==> src/rtl/sysio_timer.sv <==
// sysio_timer: slot-5 timer/PWM peripheral for the sysio slot bus.
// 32-bit up-counter with prescaler, auto-reload, compare, one-shot, PWM and level IRQ.
module sysio_timer #(
  parameter int          PSC_W   = 16,
  parameter logic [31:0] ARR_RST = 32'hFFFF_FFFF
) (
  input  logic        clk,
  input  logic        rst,
  input  logic [7:0]  waddr_i,
  input  logic [31:0] data_i,
  input  logic [3:0]  sel_i,
  input  logic        we_i,
  input  logic [7:0]  raddr_i,
  input  logic        rd_i,
  output logic [31:0] data_o,
  output logic        pwm_o,
  output logic        irq_o
);

  localparam logic [7:0] A_CTRL = 8'h00;
  localparam logic [7:0] A_STAT = 8'h04;
  localparam logic [7:0] A_PSC  = 8'h08;
  localparam logic [7:0] A_ARR  = 8'h0C;
  localparam logic [7:0] A_CMP  = 8'h10;
  localparam logic [7:0] A_CNT  = 8'h14;

  logic             r_en;
  logic             r_oneshot;
  logic             r_pwm_en;
  logic             r_irq_en;
  logic             r_ovf;
  logic             r_cmpf;
  logic [PSC_W-1:0] r_psc;
  logic [PSC_W-1:0] r_psc_cnt;
  logic [31:0]      r_arr;
  logic [31:0]      r_cmp;
  logic [31:0]      r_cnt;
  logic [31:0]      r_data;
  logic             r_pwm;
  logic             r_irq;

  logic [31:0]      w_bmask;
  logic             w_wr_ctrl;
  logic             w_wr_stat;
  logic             w_wr_psc;
  logic             w_wr_arr;
  logic             w_wr_cmp;
  logic             w_wr_cnt;
  logic             w_tick;
  logic             w_at_arr;
  logic             w_ovf_set;
  logic             w_cmpf_set;
  logic             w_ovf_clr;
  logic             w_cmpf_clr;
  logic             w_en_rise;
  logic [PSC_W-1:0] w_psc_new;
  logic [31:0]      w_arr_new;
  logic [31:0]      w_cmp_new;
  logic [31:0]      w_cnt_new;
  logic [31:0]      w_rdata;

  assign w_bmask = {{8{sel_i[3]}}, {8{sel_i[2]}},
                    {8{sel_i[1]}}, {8{sel_i[0]}}};

  assign w_wr_ctrl = we_i && (waddr_i == A_CTRL);
  assign w_wr_stat = we_i && (waddr_i == A_STAT);
  assign w_wr_psc  = we_i && (waddr_i == A_PSC);
  assign w_wr_arr  = we_i && (waddr_i == A_ARR);
  assign w_wr_cmp  = we_i && (waddr_i == A_CMP);
  assign w_wr_cnt  = we_i && (waddr_i == A_CNT);

  // Byte-lane merge of the write data into each register image.
  assign w_psc_new = (r_psc & ~w_bmask[PSC_W-1:0])
                   | (data_i[PSC_W-1:0] & w_bmask[PSC_W-1:0]);
  assign w_arr_new = (r_arr & ~w_bmask) | (data_i & w_bmask);
  assign w_cmp_new = (r_cmp & ~w_bmask) | (data_i & w_bmask);
  assign w_cnt_new = (r_cnt & ~w_bmask) | (data_i & w_bmask);

  assign w_tick     = r_en && (r_psc_cnt == r_psc);
  assign w_at_arr   = (r_cnt == r_arr);
  assign w_ovf_set  = w_tick && w_at_arr;
  assign w_cmpf_set = w_tick && (r_cnt == r_cmp);

  // A hardware set in the same cycle overrides the software clear.
  assign w_ovf_clr  = w_wr_stat && sel_i[0] && data_i[0];
  assign w_cmpf_clr = w_wr_stat && sel_i[0] && data_i[1];

  assign w_en_rise = w_wr_ctrl && sel_i[0] && data_i[0] && !r_en;

  // CTRL bits; a one-shot overflow drops EN unless software rewrites CTRL.
  always_ff @(posedge clk or posedge rst) begin
    if (rst) begin
      r_en      <= 1'b0;
      r_oneshot <= 1'b0;
      r_pwm_en  <= 1'b0;
      r_irq_en  <= 1'b0;
    end else if (w_wr_ctrl && sel_i[0]) begin
      r_en      <= data_i[0];
      r_oneshot <= data_i[1];
      r_pwm_en  <= data_i[2];
      r_irq_en  <= data_i[3];
    end else if (w_ovf_set && r_oneshot) begin
      r_en <= 1'b0;
    end
  end

  // Configuration registers PSC, ARR, CMP.
  always_ff @(posedge clk or posedge rst) begin
    if (rst) begin
      r_psc <= '0;
      r_arr <= ARR_RST;
      r_cmp <= '0;
    end else begin
      if (w_wr_psc) r_psc <= w_psc_new;
      if (w_wr_arr) r_arr <= w_arr_new;
      if (w_wr_cmp) r_cmp <= w_cmp_new;
    end
  end

  // Prescaler: restarts on CNT write or enable, frozen while disabled.
  always_ff @(posedge clk or posedge rst) begin
    if (rst) begin
      r_psc_cnt <= '0;
    end else if (w_wr_cnt || w_en_rise) begin
      r_psc_cnt <= '0;
    end else if (r_en) begin
      r_psc_cnt <= w_tick ? '0 : r_psc_cnt + 1'b1;
    end
  end

  // Main counter; a software write takes priority over the tick.
  always_ff @(posedge clk or posedge rst) begin
    if (rst) begin
      r_cnt <= '0;
    end else if (w_wr_cnt) begin
      r_cnt <= w_cnt_new;
    end else if (w_tick) begin
      r_cnt <= w_at_arr ? 32'd0 : r_cnt + 32'd1;
    end
  end

  // Sticky status flags with write-1-to-clear.
  always_ff @(posedge clk or posedge rst) begin
    if (rst) begin
      r_ovf  <= 1'b0;
      r_cmpf <= 1'b0;
    end else begin
      r_ovf  <= (r_ovf  && !w_ovf_clr)  || w_ovf_set;
      r_cmpf <= (r_cmpf && !w_cmpf_clr) || w_cmpf_set;
    end
  end

  // PWM and IRQ outputs are registered from the current state.
  always_ff @(posedge clk or posedge rst) begin
    if (rst) begin
      r_pwm <= 1'b0;
      r_irq <= 1'b0;
    end else begin
      r_pwm <= r_pwm_en && r_en && (r_cnt < r_cmp);
      r_irq <= r_irq_en && (r_ovf || r_cmpf);
    end
  end

  // Read mux over the pre-edge register values.
  always_comb begin
    w_rdata = '0;
    case (raddr_i)
      A_CTRL:  w_rdata = {28'd0, r_irq_en, r_pwm_en, r_oneshot, r_en};
      A_STAT:  w_rdata = {30'd0, r_cmpf, r_ovf};
      A_PSC:   w_rdata = {{(32-PSC_W){1'b0}}, r_psc};
      A_ARR:   w_rdata = r_arr;
      A_CMP:   w_rdata = r_cmp;
      A_CNT:   w_rdata = r_cnt;
      default: w_rdata = '0;
    endcase
  end

  // Read data register, held between read pulses.
  always_ff @(posedge clk or posedge rst) begin
    if (rst) begin
      r_data <= '0;
    end else if (rd_i) begin
      r_data <= w_rdata;
    end
  end

  assign data_o = r_data;
  assign pwm_o  = r_pwm;
  assign irq_o  = r_irq;

endmodule

==> config.mk <==
export PLATFORM = sky130hd
export DESIGN_NAME = sysio_timer
export DESIGN_NICKNAME = d
export VERILOG_FILES = /design/src/rtl/sysio_timer.sv
export SDC_FILE = /design/constraint.sdc
export NUM_CORES = 1
export LEC_CHECK = 0
export ABC_CLOCK_PERIOD_IN_PS = 13900
export BUFFER_PORTS_ARGS = -buffer_cell sky130_fd_sc_hd__buf_4
export CAP_MARGIN = 25
export CELL_PAD_IN_SITES_DETAIL_PLACEMENT = 0
export CELL_PAD_IN_SITES_GLOBAL_PLACEMENT = 1
export CORE_ASPECT_RATIO = 1.2
export CORE_UTILIZATION = 43
export DETAILED_ROUTE_END_ITERATION = 16
export PLACE_DENSITY = 0.8
export SYNTH_ARGS = -nofsm -noshare
export SYNTH_HDL_FRONTEND = slang
export SYNTH_SLANG_ARGS = --single-unit
==> constraint.sdc <==
create_clock -name clk -period 13.9 [get_ports clk]
set_input_delay 0 -clock clk [delete_from_list [all_inputs] [get_ports clk]]
set_output_delay 0 -clock clk [all_outputs]
set_load 0.005 [all_outputs]
## Yosys cells after proc, flatten, opt, wreduce, memory -nomap -nowiden

Index checks and enable logic that the tools add are counted.

| storage, ports and cells | value |
|---|---|
| flip-flop bits (word level) | 168 |
| output and inout bits | 34 |
| latch bits | 0 |
| bits in writable memories | 0 |
| memories | 0 |
| bits in read-only memories | 0 |

| operators by class | value |
|---|---|
| order comparisons | 1 |
| divide/modulo/power cells | 0 |
| multipliers | 0 |
| shift operators | 0 |
| equality and inequality tests | 13 |
| bitwise logic cells | 12 |
| add/sub/neg operators | 2 |
| reduce and logical (&&, ||, !) cells | 33 |
| muxes and demuxes | 9 |

Operator list:

| cell | count |
|---|---|
| 32-bit one-hot mux with 6 select lines | 1 |
| 32-bit bitwise AND | 4 |
| 32-bit 2-to-1 mux | 3 |
| 32-bit OR | 3 |
| 32-bit equality test | 2 |
| 16-bit 2-to-1 mux | 3 |
| 32-bit by 1-bit adder with 32-bit output, second input constant | 1 |
| 16-bit bitwise AND | 2 |
| 8-bit by 4-bit equality test with 1-bit output, second input constant | 4 |
| 8-bit by 5-bit equality test with 1-bit output, second input constant | 4 |
| 32-bit less-than comparator | 1 |
| 32-bit inverter | 1 |
| 1-bit logical AND | 21 |
| 16-bit by 1-bit adder with 16-bit output, second input constant | 1 |
| 16-bit equality test | 1 |
| 8-bit by 3-bit equality test with 1-bit output, second input constant | 2 |
| 8-bit zero test | 2 |
| 16-bit inverter | 1 |
| 16-bit OR | 1 |
| 2-bit nonzero test | 3 |
| 1-bit logical OR | 4 |
| 1-bit zero test | 3 |
| 1-bit 2-to-1 mux | 2 |

## Depth between registers and ports, before layout

Gate-level depths: netlist of run 1.

| depth | value |
|---|---|
| depth in word-level cells | 7 |
| gate-level depth with buffers | 9 |
| depth with buffers taken out | 8 |

## Worst setup path before layout of run 1

Ideal clock, no wire load.

| path | value |
|---|---|
| path type | register to register |
| start | register with a tool-made name |
| end | register with a tool-made name |
| path buffers | 2 |
| arrival time | 1.927 ns |
| stages on the path, launching flop included | 9 |
| required time | 13.774 ns |
| setup slack | 11.847 ns |
| library setup time | 0.126 ns |
| period minus slack after synthesis | 2.053 ns |
| path through | dfrtp_1 clkbuf_1 xnor2_1 nand4_1 nor4_4 a211oi_4 buf_6 a22o_1 a221o_1 |

==> results_dict.tcl, run 1 <==
set metrics [dict create \
    cts-buffers-inserted 17 \
    n_fill_cell 2091 \
    viasPerCell 5.95 \
    final_cells 1359 \
    maxSlewViolCount 0 \
    gp_congestion 0.935 \
    timing.final.crit_share 0.203 \
    cts_root_buf "clkbuf_16" \
    yosysWarnings 0 \
    relSlewSlack 0.296 \
    clock-sinks 168 \
    fp.coreArea_sq_um 22400 \
    fin_nets 1157 \
    p_sw_w 0.000284 \
    start_util 0.438 \
    drt.antenna.violating_nets 0 \
    cpMaxStageDelayCell "nor4_4" \
    leakage_nw 5.02 \
    hold_path_class "in -> reg" \
    die_h_microns 168 \
    grt_max_degree 97 \
    setup_viol 0 \
    vias 8092 \
    synth_cell_types 68 \
    avgSynthCellArea_sq_um 10.2 \
    clk_pin_slew_ns 0.07 \
    drt_iter0_drc 751 \
    register_area_sq_um 4240 \
    fin_setup_tns_ns 0 \
    drcViolationCount 0 \
    worst_ep_required_time_ns 14.21 \
    total_power_w 0.00110 \
    antennaDiodeCount 0 \
    fp.dieW_microns 140 \
    power.density_nw_per_um2 94.2 \
    track_usage 0.255 \
    overflow 0 \
    final_common_cell "dfrtp_1" \
    cts_tree "done" \
    status "completed" \
    area_growth_pct 18.5 \
    multiInputGateArea_sq_um 5010 \
    rows 60 \
    tightest_slew_ns 1.05 \
    die_area_sq_um 23500 \
    clock_path_buffers 2 \
    critPathArrivalTime_ns 3.14 \
    worstPathCellList "xnor2_1, nand4_1, nor4_4, a21oi_2, buf_4, a22o_1, a221o_1" \
    clock_latency_ns 0.43 \
    wl_per_cell_microns 21.2 \
    ir_drop_v 0.0000846 \
    ys.flop_type "dfrtp_1" \
    skew_ns 0.00688 \
    endpoint_kind "flop" \
    wirelength_microns 28800 \
    dp_cells 1282 \
    fmax_mhz 354 \
    io_pins 90 \
    seqPwrFrac 0.476 \
    final.setup.worst_slack_ns 11.07 \
    io_buffers 89 \
    synth_edf_count 0 \
    grt_pass1_wl_microns 45900 \
    antenna_found_initial 0 \
    slowest_delay_ns 0.51 \
    clkPwrFrac 0.418 \
    syn_inst 966 \
    finalHoldViolations 0 \
    syn-cell-area_sq_um 9820 \
    htreeDepth 4 \
    grt_pass1_vias 8096 \
    layout_common_cells "dfrtp_1 (136), buf_4 (95), mux2_2 (79), inv_1 (74), nand2_1 (59)" \
    critPathKind "reg -> reg" \
    startpoint_type "flop" \
    rsz0062_at_grt "false" \
    cap_violations 0 \
    comb_power_share 0.105 \
    first_pass_iters 6 \
    fin_crit_ns 2.83 \
    hpwl_microns 20900 \
    synthArstFlopShare 1.00 \
    cts_setup_buffers 0 \
    synth_sequential_area_ratio 0.432 \
    cp_max_fo 21 \
    ys_ff_latch 168 \
    drive_gt1_frac 0.241 \
    p_int_w 0.000813 \
    place_ws_ns 11.13 \
    mappedNetlistNets 1056 \
    p_sw_frac 0.259 \
]
==> critical path: cells and delay by family (launching register included) <==
| kind | cells | cell delay (ns) |
|---|---|---|
| simple gates | 2 | 0.75 |
| flops | 1 | 0.49 |
| xor+xnor | 1 | 0.43 |
| buf+inv | 1 | 0.29 |
| compound gates | 3 | 0.75 |
==> layout make-up <==
| class | count | area share |
|---|---|---|
| clock inverter | 10 | 0.00838 |
| sequential | 168 | 0.365 |
| timing repair buffer | 140 | 0.102 |
| clock buffer | 22 | 0.0399 |
| tap | 279 | 0.0300 |
| multi-input combinational | 665 | 0.431 |
| inverter | 75 | 0.0246 |
==> power groups by stage <==
stage	logic [W]	registers (W)	clock network, W
final	0.000116	0.000522	0.000459
after global routing	0.000127	0.000524	0.000485
after CTS	0.000114	0.000522	0.000466
after detailed placement	0.000104	0.000531	0
after global placement	0.000103	0.000530	0
after floorplan	0.0000653	0.000524	0
==> per-stage QoR <==
stage	cell area [sq um]	hold WS (ns)	util
2_1_floorplan	9820	0.127	-
3_3_place_gp	10600	0.253	0.472
3_5_place_dp	10600	0.247	0.472
4_1_cts	11600	0.0162	0.517
5_1_grt	11600	0.0565	0.519
6_report	11600	0.0368	0.519
==> Yosys cell counts, types with 12 or more instances <==
master	instances	area share
o21ai_0	18	0.0092
nand3_1	42	0.021
clkbuf_1	24	0.0092
xor2_1	17	0.015
nand4_1	28	0.018
ha_1	34	0.043
dfstp_2	32	0.086
dfrtp_1	136	0.35
nand2_1	59	0.023
nor2_1	47	0.018
a22oi_1	15	0.011
o22ai_1	30	0.019
buf_2	24	0.012
a21oi_1	28	0.014
nor3_1	17	0.0087
mux2_2	79	0.091
a21o_1	14	0.011
xnor2_1	41	0.037
a221oi_1	13	0.012
a22o_1	26	0.023
and2_1	14	0.0089
inv_1	75	0.029
and3_1	12	0.0076
==> kinds of logic after synthesis <==
group	share of synthesized area
buffers and inverters	0.0585
AND/OR/NAND/NOR	0.156
multiplexers	0.0987
XOR/XNOR	0.0517
flip-flops	0.432
AO/OA/AOI/OAI	0.159
adder cells (fa/ha/maj)	0.0433
==> per-layer routing <==
metal / track usage / wire [microns] / vias up
li1: - / - / 3758
met1: 0.317 / 12000 / 3996
met2: 0.432 / 14300 / 281
met3: 0.0478 / 1580 / 57
met4: 0.110 / 886 / 0
met5: 0 / 0 / -
==> what timing repair did <==
item	CTS	global route
gates resized for setup	0	0
hold buffers	43	0
hold endpoints to repair	197	0
==> final timing paths <==
kind	to	slack (ns)	start	cells after the start
setup / recovery	flop	11.07	flop	7
hold / removal	flop	0.04	sel_i[1]	4
setup reg to reg	flop	11.07	flop	7
hold reg to reg	flop	0.52	flop	2
max in group asynchronous	async pin	12.46	rst	5
min in group asynchronous	async pin	0.29	rst	3
(Power assumes the default switching activity.)
==> run 2, diff against run 1 <==
- ABC_CLOCK_PERIOD_IN_PS: 13900 -> 2950
- clock period: 13.9 -> 2.95 ns (I/O delays scaled with it)
==> results_dict.tcl, run 2 (synthesized netlist as in run 1, its figures left out) <==
set metrics [dict create \
    rows 60 \
    final_common_cell "dfrtp_1" \
    first_pass_iters 5 \
    cts-buffers-inserted 17 \
    postCtsHoldBufs 44 \
    layout_common_cells "dfrtp_1 (136), buf_4 (114), mux2_2 (79), inv_1 (74), nand2_1 (59)" \
    ir_drop_v 0.000384 \
    rrSetupSlack_ns 0.33 \
    antennaDiodeCount 0 \
    power.density_nw_per_um2 445 \
    cap_violations 0 \
    rsz0062_at_grt "false" \
    timing.final.crit_share 0.889 \
    relSlewSlack 0.396 \
    fp.dieW_microns 140 \
    wl_per_cell_microns 21.2 \
    htreeDepth 4 \
    status "completed" \
    clock_latency_ns 0.44 \
    endpoint_kind "flop" \
    skew_ns 0.0107 \
    fin_crit_ns 2.62 \
    fin_nets 1177 \
    leakage_nw 5.13 \
    met1_usage 0.335 \
    io_pins 90 \
    tightest_slew_ns 0.902 \
    wirelength_microns 29200 \
    die_h_microns 168 \
    drcViolationCount 0 \
    ctsResizeCount 0 \
    gp_congestion 0.918 \
    track_usage 0.258 \
    vias 8050 \
    top_usage_layer "met2" \
    start_util 0.438 \
    worst_ep_required_time_ns 3.27 \
    antenna_found_initial 0 \
    met2_usage 0.430 \
    critPathKind "reg -> reg" \
    viasPerCell 5.84 \
    critPathArrivalTime_ns 2.95 \
    cts_setup_buffers 0 \
    grt_pass1_wl_microns 46000 \
    die_area_sq_um 23500 \
    fin_setup_tns_ns 0 \
    hold_path_class "in -> reg" \
    startpoint_type "flop" \
    maxSlewViolCount 0 \
    area_growth_pct 20.1 \
    fp.coreArea_sq_um 22400 \
    hpwl_microns 21200 \
    setup_viol 0 \
    cts_root_buf "clkbuf_16" \
    grt_max_degree 107 \
    clock-sinks 168 \
    io_buffers 89 \
    grtUsageMet3 0.0432 \
    fmax_mhz 381 \
    drive_gt1_frac 0.255 \
    overflow 0 \
    cts_tree "done" \
    grt_pass1_vias 7996 \
    drt_iter0_drc 781 \
    finalHoldViolations 0 \
    clk_pin_slew_ns 0.07 \
    hold-worst-slack_ns 0.0141 \
    clock_path_buffers 2 \
    cp_max_fo 11 \
    drt.antenna.violating_nets 0 \
]
==> run 2: through the flow <==
step,power (W),cell area [sq um],worst slack [ns],util,std cells
2_1_floorplan,0.00278,9830,0.835,-,966
5_1_grt,0.00541,11800,0.241,0.526,1379
4_1_cts,0.00528,11800,0.330,0.526,1379
6_report,0.00525,11800,0.327,0.526,1379
3_5_place_dp,0.00301,10800,0.319,0.481,1303
3_3_place_gp,0.00300,10800,0.337,0.481,1303
==> run 2: cell type report <==
cell class	instances	area [sq um]
well taps	279	349
clock buffers	20	457
repair buffers	160	1340
multi-input cells	665	5010
clock inverters	12	114
fillers	2036	10600
flip-flops and latches	168	4240
inverters	75	285
==> run 2: path summary, 6_finish.rpt <==
kind | startpoint | end | depth (start not counted)
hold / removal | waddr_i[5] | r_cmpf | 5
setup / recovery | flop | flop | 6
hold reg to reg | r_psc_cnt[15] | r_psc_cnt[15] | 1
setup reg to reg | flop | flop | 6
min in group asynchronous | rst | data_o[18] | 4
max in group asynchronous | rst | irq_o | 4
==> run 2: report_power, final <==
part / switching (W) / internal (W) / total, W
clock network: 0.00101 / 0.00122 / 0.00223
registers: 0.0000745 / 0.00237 / 0.00245
logic: 0.000315 / 0.000258 / 0.000572
==> run 2: critical path, stage by stage (launching register included) <==
cell	delay, ns
dfrtp_1	0.43
xor2_1	0.20
nor3_1	0.39
nand3_2	0.23
or3_1	0.66
a22o_1	0.30
a221o_1	0.28
==> run 2: routing by layer <==
metal	share of wire	up-vias
li1	-	3794
met3	0.048	51
met4	0.028	0
met1	0.43	3946
met2	0.49	259
met5	0	-
==> run 3, diff against run 2 <==
- ABC_AREA: unset -> 1
- PLACE_DENSITY: 0.8 -> 0.85
==> results_dict.tcl, run 3 <==
set metrics [dict create \
    grt_max_degree 92 \
    ir_drop_v 0.000362 \
    rrSetupSlack_ns 0.19 \
    rsz0062_at_grt "false" \
    finalHoldViolations 0 \
    p_sw_w 0.00155 \
    synth_most_common_cell "nand2_1" \
    setup_viol 0 \
    die_h_microns 175 \
    cts_setup_buffers 0 \
    antennaDiodeCount 0 \
    design_area_sq_um 12700 \
    syn-cell-area_sq_um 10700 \
    io_pins 90 \
    hold_start "waddr_i[4]" \
    cap_violations 0 \
    clkPwrFrac 0.415 \
    wirelength_microns 35500 \
    wl_per_cell_microns 17.9 \
    cts_root_buf "clkbuf_16" \
    crit_end "r_en" \
    overflow 0 \
    cts-buffers-inserted 17 \
    critPathKind "reg -> reg" \
    clock-sinks 168 \
    relSlewSlack 0.512 \
    cp_max_fo 23 \
    status "completed" \
    fp.dieW_microns 146 \
    htreeDepth 4 \
    mappedNetlistNets 1620 \
    synth_edf_count 0 \
    antenna_found_initial 0 \
    startpoint_type "flop" \
    worst_ep_required_time_ns 3.29 \
    maxSlewViolCount 0 \
    track_usage 0.290 \
    post-route-util 0.523 \
    grt_pass1_wl_microns 56100 \
    fin_setup_tns_ns 0 \
    area_growth_pct 18.4 \
    r2r_end "r_en" \
    skew_ns 0.0147 \
    viasPerCell 5.25 \
    synth_area_leaders "dfrtp_1 (32%), nand2_1 (18%), dfstp_2 (7.9%)" \
    avgSynthCellArea_sq_um 6.99 \
    yosysWarnings 0 \
    seqPwrFrac 0.458 \
    worstPathCellList "inv_1, nand2_1, nand2_1, nand2_1, nor2_1, nand2_1, nor2_1, nand2_1, buf_4, nor2_1, nand2_1, nand2_1, nand2_1, dlygate4sd3_1" \
    clk_pin_slew_ns 0.07 \
    hpwl_microns 26700 \
    drcViolationCount 0 \
    endpoint_kind "flop" \
    drt.antenna.violating_nets 0 \
    ys_ff_latch 168 \
    tightest_slew_ns 0.730 \
    synthTopCellsByCount "nand2_1 (500), inv_1 (193), o21ai_0 (147)" \
    grt_pass1_vias 10200 \
    rows 62 \
    start_util 0.442 \
    post-synth-top-area-fraction 0.318 \
    first_pass_iters 5 \
    hold_path_class "in -> reg" \
    gp_congestion 0.936 \
    clock_latency_ns 0.46 \
    layout_common_cells "nand2_1 (500), inv_1 (192), o21ai_0 (147), dfrtp_1 (136), nand3_1 (126)" \
    synth_sequential_area_ratio 0.397 \
    p_int_w 0.00384 \
    reg2reg_depth 14 \
    fin_crit_ns 2.76 \
    cpMaxStageDelayCell "dlygate4sd3_1" \
    synth_cell_types 42 \
    synth_top_area_cell "dfrtp_1" \
    whs_path_depth 5 \
    power.density_nw_per_um2 426 \
    timing.final.crit_share 0.934 \
    drt_iter0_drc 653 \
    synthArstFlopShare 1.00 \
    p_sw_frac 0.287 \
    die_area_sq_um 25500 \
    leakage_nw 6.24 \
    fin_nets 1735 \
    ys.flop_type "dfrtp_1" \
    fp.coreArea_sq_um 24200 \
    clock_path_buffers 2 \
    critPathArrivalTime_ns 3.10 \
    syn_inst 1530 \
    slowest_delay_ns 0.54 \
    placed_area_sq_um 11700 \
    drive_gt1_frac 0.116 \
    path_common_cell "nand2_1" \
    final_common_cell "nand2_1" \
    cts_tree "done" \
    vias 10400 \
    comb_power_share 0.126 \
    fmax_mhz 363 \
    io_buffers 89 \
]
[run 3: cell count changes after synthesis, moves of 14 or more]
cell     change
nand2_1    +441
o21ai_0    +129
inv_1      +118
nand3_1     +84
mux2_2      -79
nor2_1      +78
a22o_1      -26
nand4_1     -19
xnor2_1     -17
a22oi_1     -15
a21o_1      -14
[run 3: layout make-up]
class / instances / area, sq um
Clock buffer: 18 / 429
Clock inverter: 14 / 140
Fill cell: 2498 / 11500
Inverter: 197 / 743
Multi-Input combinational cell: 1114 / 5470
Sequential cell: 168 / 4240
Tap cell: 320 / 400
Timing Repair Buffer: 147 / 1230
[run 3: metrics by stage]
stage / power (W) / setup slack, ns / instances / hold WS [ns]
global route: 0.00563 / 0.00651 / 1978 / 0.112
global placement: 0.00314 / 0.622 / 1905 / 0.200
CTS: 0.00543 / 0.0881 / 1978 / 0.0412
floorplan: 0.00290 / 0.835 / 1530 / 0.127
finish: 0.00539 / 0.194 / 1978 / 0.0605
detailed placement: 0.00316 / 0.646 / 1905 / 0.200
[run 3: per-layer routing]
layer / vias to the layer above / part of all wire / track usage
met5: - / 0 / 0
met4: 0 / 0.034 / 0.121
met3: 59 / 0.047 / 0.0420
met2: 295 / 0.50 / 0.508
met1: 4914 / 0.42 / 0.356
li1: 5118 / - / -
[run 3: power by group through the flow]
stage               Sequential [W]  Combinational (W)  Clock (W)
floorplan                  0.00249           0.000413          0
global placement           0.00251           0.000636          0
detailed placement         0.00251           0.000643          0
CTS                        0.00247           0.000687    0.00227
global route               0.00248           0.000769    0.00238
finish                     0.00247           0.000679    0.00224
[run 3: worst min-delay path by stage]
stage	slack (ns)	end
finish	0.06	r_ovf
global route	0.11	r_pwm_en
CTS	0.04	r_ovf
detailed placement	0.20	async pin
global placement	0.20	data_o[12]
floorplan	0.13	flop
[run 3: critical path: cells and delay by family (launching register included)]
family / cells / cell delay (ns)
buf+inv: 3 / 1.03
flops: 1 / 0.46
simple gates: 11 / 1.14
[run 3: kinds of logic after synthesis]
kind of cell | Yosys count | share of synthesized area
simple gates | 805 | 0.317
buf+inv | 248 | 0.0931
compound gates | 229 | 0.115
flops | 168 | 0.397
xor+xnor | 46 | 0.0377
fa+ha+maj | 34 | 0.0398
[run 3: what timing repair did]
item / 4_1_cts / 5_1_grt
endpoints found under the setup margin: 0 / 1
resized for setup: 0 / 2
hold buffers: 41 / 0
hold endpoints to repair: 258 / 0
